$ cat src/rtl/wb_arbiter_rr.sv
// Round-robin Wishbone B4 arbiter that shares one slave among NUM_MASTERS classic-cycle masters.
// The grant is held for a whole CYC cycle. A watchdog ends a stalled strobe with an arbiter-generated ERR.
module wb_arbiter_rr #(
  parameter int NUM_MASTERS    = 2,
  parameter int ADDR_WIDTH     = 16,
  parameter int DATA_WIDTH     = 32,
  parameter int TIMEOUT_CYCLES = 255
) (
  input  logic                              clk_i,
  input  logic                              rst_i,
  input  logic [NUM_MASTERS-1:0]            m_cyc_i,
  input  logic [NUM_MASTERS-1:0]            m_stb_i,
  input  logic [NUM_MASTERS-1:0]            m_we_i,
  input  logic [NUM_MASTERS*ADDR_WIDTH-1:0] m_adr_i,
  input  logic [NUM_MASTERS*DATA_WIDTH-1:0] m_dat_i,
  output logic [DATA_WIDTH-1:0]             m_dat_o,
  output logic [NUM_MASTERS-1:0]            m_ack_o,
  output logic [NUM_MASTERS-1:0]            m_err_o,
  output logic                              s_cyc_o,
  output logic                              s_stb_o,
  output logic                              s_we_o,
  output logic [ADDR_WIDTH-1:0]             s_adr_o,
  output logic [DATA_WIDTH-1:0]             s_dat_o,
  input  logic [DATA_WIDTH-1:0]             s_dat_i,
  input  logic                              s_ack_i,
  input  logic                              s_err_i,
  output logic [NUM_MASTERS-1:0]            gnt_o
);

  localparam int PW = (NUM_MASTERS > 1) ? $clog2(NUM_MASTERS) : 1;
  localparam int CW = (TIMEOUT_CYCLES > 0) ? $clog2(TIMEOUT_CYCLES + 1) : 1;

  typedef enum logic {ST_IDLE, ST_BUSY} state_e;

  state_e                  state_q, state_d;
  logic [NUM_MASTERS-1:0]  gnt_q, gnt_d;
  logic [PW-1:0]           last_q, last_d;   // doubles as grantee index while busy
  logic [PW-1:0]           winner;
  logic                    found;
  logic [CW-1:0]           wd_cnt_q;
  logic                    g_stb;
  logic                    stalled;
  logic                    wd_err;

  logic [ADDR_WIDTH-1:0]   adr_arr [NUM_MASTERS];
  logic [DATA_WIDTH-1:0]   dat_arr [NUM_MASTERS];

  for (genvar k = 0; k < NUM_MASTERS; k++) begin : g_unpack
    assign adr_arr[k] = m_adr_i[k*ADDR_WIDTH +: ADDR_WIDTH];
    assign dat_arr[k] = m_dat_i[k*DATA_WIDTH +: DATA_WIDTH];
  end

  function automatic logic [PW-1:0] rr_index(input logic [PW-1:0] base, input int offset);
    int sum;
    sum = int'(base) + offset;
    if (sum >= NUM_MASTERS) sum -= NUM_MASTERS;
    return PW'(sum);
  endfunction

  // Search starts just after the last owner so every requester is served in turn.
  always_comb begin
    winner = last_q;
    found  = 1'b0;
    for (int i = 1; i <= NUM_MASTERS; i++) begin
      if (!found && m_cyc_i[rr_index(last_q, i)]) begin
        winner = rr_index(last_q, i);
        found  = 1'b1;
      end
    end
  end

  // NOTE: sequential state uses non-blocking assignments; combinational blocks use blocking ones.
  always_ff @(posedge clk_i) begin
    if (rst_i) begin
      state_q <= ST_IDLE;
      gnt_q   <= '0;
      last_q  <= PW'(NUM_MASTERS - 1);
    end else begin
      state_q <= state_d;
      gnt_q   <= gnt_d;
      last_q  <= last_d;
    end
  end

  // NOTE: every variable gets a default before the case so no latch is inferred.
  always_comb begin
    state_d = state_q;
    gnt_d   = gnt_q;
    last_d  = last_q;
    case (state_q)
      ST_IDLE: begin
        if (found) begin
          state_d = ST_BUSY;
          gnt_d   = NUM_MASTERS'(1) << winner;
          last_d  = winner;
        end
      end
      ST_BUSY: begin
        if (!m_cyc_i[last_q]) begin
          state_d = ST_IDLE;
          gnt_d   = '0;
        end
      end
      default: begin
        state_d = ST_IDLE;
        gnt_d   = '0;
      end
    endcase
  end

  assign g_stb   = (state_q == ST_BUSY) && m_stb_i[last_q];
  assign stalled = g_stb && !s_ack_i && !s_err_i;
  // A strobe that the slave terminates on the timeout cycle is not also errored by the watchdog.
  assign wd_err  = (TIMEOUT_CYCLES > 0) && stalled && (wd_cnt_q == CW'(TIMEOUT_CYCLES));

  always_ff @(posedge clk_i) begin
    if (rst_i || (TIMEOUT_CYCLES == 0) || !stalled || wd_err) begin
      wd_cnt_q <= '0;
    end else begin
      wd_cnt_q <= wd_cnt_q + CW'(1);
    end
  end

  always_comb begin
    s_cyc_o = 1'b0;
    s_stb_o = 1'b0;
    s_we_o  = 1'b0;
    s_adr_o = '0;
    s_dat_o = '0;
    m_ack_o = '0;
    m_err_o = '0;
    if (state_q == ST_BUSY) begin
      s_cyc_o         = m_cyc_i[last_q];
      s_stb_o         = m_stb_i[last_q];
      s_we_o          = m_we_i[last_q];
      s_adr_o         = adr_arr[last_q];
      s_dat_o         = dat_arr[last_q];
      m_ack_o[last_q] = s_ack_i && g_stb && !s_err_i;
      m_err_o[last_q] = (s_err_i || wd_err) && g_stb;
    end
  end

  assign m_dat_o = s_dat_i;
  assign gnt_o   = gnt_q;

endmodule

$ cat config.mk
export PLATFORM = sky130hd
export DESIGN_NAME = wb_arbiter_rr
export DESIGN_NICKNAME = d
export VERILOG_FILES = /design/src/rtl/wb_arbiter_rr.sv
export SDC_FILE = /design/constraint.sdc
export NUM_CORES = 1
export LEC_CHECK = 0
export BUFFER_PORTS_ARGS = -buffer_cell sky130_fd_sc_hd__buf_2
export CAP_MARGIN = 20
export CORE_AREA = 2 2 89 91
export DETAILED_ROUTE_END_ITERATION = 6
export DIE_AREA = 0 0 91 93
export PLACE_DENSITY = 0.6
export SYNTH_ARGS = -nofsm -noshare
export SYNTH_HDL_FRONTEND = slang
export SYNTH_SLANG_ARGS = --single-unit
export TNS_END_PERCENT = 30
$ cat constraint.sdc
create_clock -name clk_i -period 1.8 [get_ports clk_i]
set_input_delay 0.09 -clock clk_i [delete_from_list [all_inputs] [get_ports clk_i]]
set_output_delay 0.09 -clock clk_i [all_outputs]
set_load 0.02 [all_outputs]
==> results_dict.tcl <==
set metrics [dict create \
    rows 32 \
    drt_pass1_iterations 4 \
    synth_top_area_cell "mux2i_1" \
    ir_drop_v 0.000223 \
    synthCells 216 \
    p_sw_uw 441 \
    final_antenna_net_count 0 \
    max_freq_mhz 564 \
    clockPowerShare_pct 24.9 \
    maxCapViolCount 0 \
    critPathMaxFanout 4 \
    syn_to_final_growth_pct 46.6 \
    start_util_pct 21.1 \
    cpMaxStageDelayCell "o41a_1" \
    clk_pin_slew_ns 0.05 \
    finalHoldViolations 0 \
    layout_commonest_cell "buf_2" \
    max-clock-path-buffers 2 \
    reg2reg_slack_ns 0.41 \
    final_cell_mix "buf_2 (162), nor2_1 (55), mux2i_1 (49)" \
    switching_share_pct 37.9 \
    grt_overflow 0 \
    yosys_register_bits 12 \
    hold_path.class "in2reg" \
    io_buffers 162 \
    cts_root_buf "clkbuf_8" \
    yosysWarnings 0 \
    min_period_over_period_pct 98.5 \
    final_net_count 481 \
    crit_buf_inv 1 \
    rsz0062_at_grt "true" \
    finalClockSkew_ns 0.00371 \
    seqPwrFrac_pct 24.4 \
    dpl.hpwl_mm 4.73 \
    insertion_delay_ns 0.24 \
    num_vias 1873 \
    tritoncts "done" \
    fin_crit_ns 1.77 \
    outcome "finished, final reports clean" \
    slew_viol_final 0 \
    drt-initial-drc-count 29 \
    cts_sinks 12 \
    numCtsBuffers 3 \
    slew_headroom_pct 67.9 \
    diodes 0 \
    dieArea_um2 8460 \
    final_area_um2 2320 \
    core_area_um2 7530 \
    synth_area_um2 1590 \
    worstHoldStart "rst_i" \
    intPower_uw 722 \
    fillers 853 \
    fp.dieH_um 93 \
    synth_nets 355 \
    worst_pin_slew_ns 0.482 \
    path_class "reg2out" \
    crit_required_ns 1.71 \
    drive_gt1_share_pct 52.2 \
    crit_chain "ha_2, nand2_1, o41a_1, nor3b_1, buf_2" \
    grt_pass1_vias 1832 \
    p_leak_nw 1.43 \
    dpl_cell_area_um2 2260 \
    rr_startpoint "wd_cnt_q[2]" \
    synth.avg_cell_area_um2 7.34 \
    ys_types 34 \
    holdBufCountCts 0 \
    drt_wl_total_mm 5.44 \
    htree_levels 1 \
    post_cts_buffers 0 \
    grt_max_degree 52 \
    cp_top_family "compound AO/OA/AOI/OAI gates" \
    gr-usage-all-layers_pct 12.0 \
    setup_viol 0 \
    yosysTopAreaCellShare_pct 30.9 \
    die_w_um 91 \
    drcViolationCount 0 \
    fin_util_pct 30.9 \
    wl_per_cell_um 12.3 \
    place_congestion 0.771 \
    crit_path_start_kind "flop" \
    startpoint "wd_cnt_q[1]" \
    num_io_pins 227 \
    seq_area_frac_synth_pct 15.2 \
    critPathCaptureType "primary output" \
    antenna_found_initial 0 \
    max_stage_delay_ns 0.41 \
    synthTopCellsByArea "mux2i_1 (31%), dfxtp_1 (15%), buf_4 (15%), nor2_1 (13%), buf_2 (2.2%)" \
    power.density_nw_per_um2 501 \
    grt_pass1_wl_mm 8.50 \
    p_comb_share_pct 50.6 \
    via_per_inst 4.23 \
    cts_resized 2 \
    arrival_ns 1.68 \
]
worst register-to-register path: cells and delay by family (launching register included):
family	cells	cell delay, ns
compound gates	1	0.22
simple gates	2	0.72
flops	1	0.39
cells in the mapped netlist, drive strengths merged:
cell type  number
o31ai           2
xor2            2
ha              1
nand2b          1
and3            1
a31oi           1
a211oi          4
or3             3
o211ai          1
buf            39
a21oi           2
nand3           5
and2            1
xnor2           1
nor3            7
a22o            1
nand4           1
or4             1
nor2           55
clkbuf          6
nor2b           2
mux2            1
nor3b           2
o41a            1
clkinv          1
inv             4
dfxtp          12
o21ai           4
nand2           5
mux2i          49
final cells by class:
type / count / area (um2) / share of cell area (%)
sequential: 12 / 245 / 10.6
clock buffer: 4 / 55.1 / 2.37
inverter: 5 / 18.8 / 0.808
timing repair buffer: 166 / 841 / 36.2
tap: 102 / 128 / 5.49
multi-input combinational: 154 / 1040 / 44.6
stage by stage:
stage / std cells / setup TNS (ns) / power [mW] / hold WS, ns / worst slack (ns)
5_1_grt: 443 / -0.179 / 1.24 / 0.0978 / -0.0942
3_3_place_gp: 439 / 0 / 0.877 / 0.180 / 0.278
2_1_floorplan: 216 / 0 / 0.745 / 0.159 / 0.148
4_1_cts: 443 / 0 / 1.18 / 0.0748 / 0.0235
6_report: 443 / 0 / 1.16 / 0.0770 / 0.0272
3_5_place_dp: 439 / 0 / 0.886 / 0.180 / 0.254
final timing paths:
path                                     to  depth (start not counted)
worst max-delay path             m_err_o[1]                          5
worst min-delay path               gnt_o[0]                          2
worst max register to register  wd_cnt_q[7]                          3
worst min register to register  wd_cnt_q[0]                          1
metal layers:
layer | part of all wire [%] | global-route usage, %
met5 | 0 | 0
met4 | 1.4 | 3.91
met3 | 6.5 | 2.18
met2 | 52 | 21.7
met1 | 40 | 14.3
kinds of logic after synthesis:
logic type | count (synthesis) | synth area share, %
AOI/OAI and AO/OA | 16 | 7.50
buffers and inverters | 50 | 20.0
muxes | 50 | 31.6
and+or+nand+nor | 84 | 23.3
DFF | 12 | 15.2
xor gates and xnor gates | 3 | 1.66
adders and majority gates | 1 | 0.789
power by group through the flow:
stage	Combinational [mW]	Sequential, mW	Clock [mW]
2_1_floorplan	0.458	0.287	0
3_3_place_gp	0.588	0.289	0
3_5_place_dp	0.596	0.290	0
4_1_cts	0.597	0.284	0.302
5_1_grt	0.643	0.286	0.313
6_report	0.589	0.284	0.290
registers in the layout (all words and copies together), names as in the netlist:
register	flops
last_q	1
wd_cnt_q	8
state_q	1
gnt_o	2
Power figures use the tool's default switching activity.
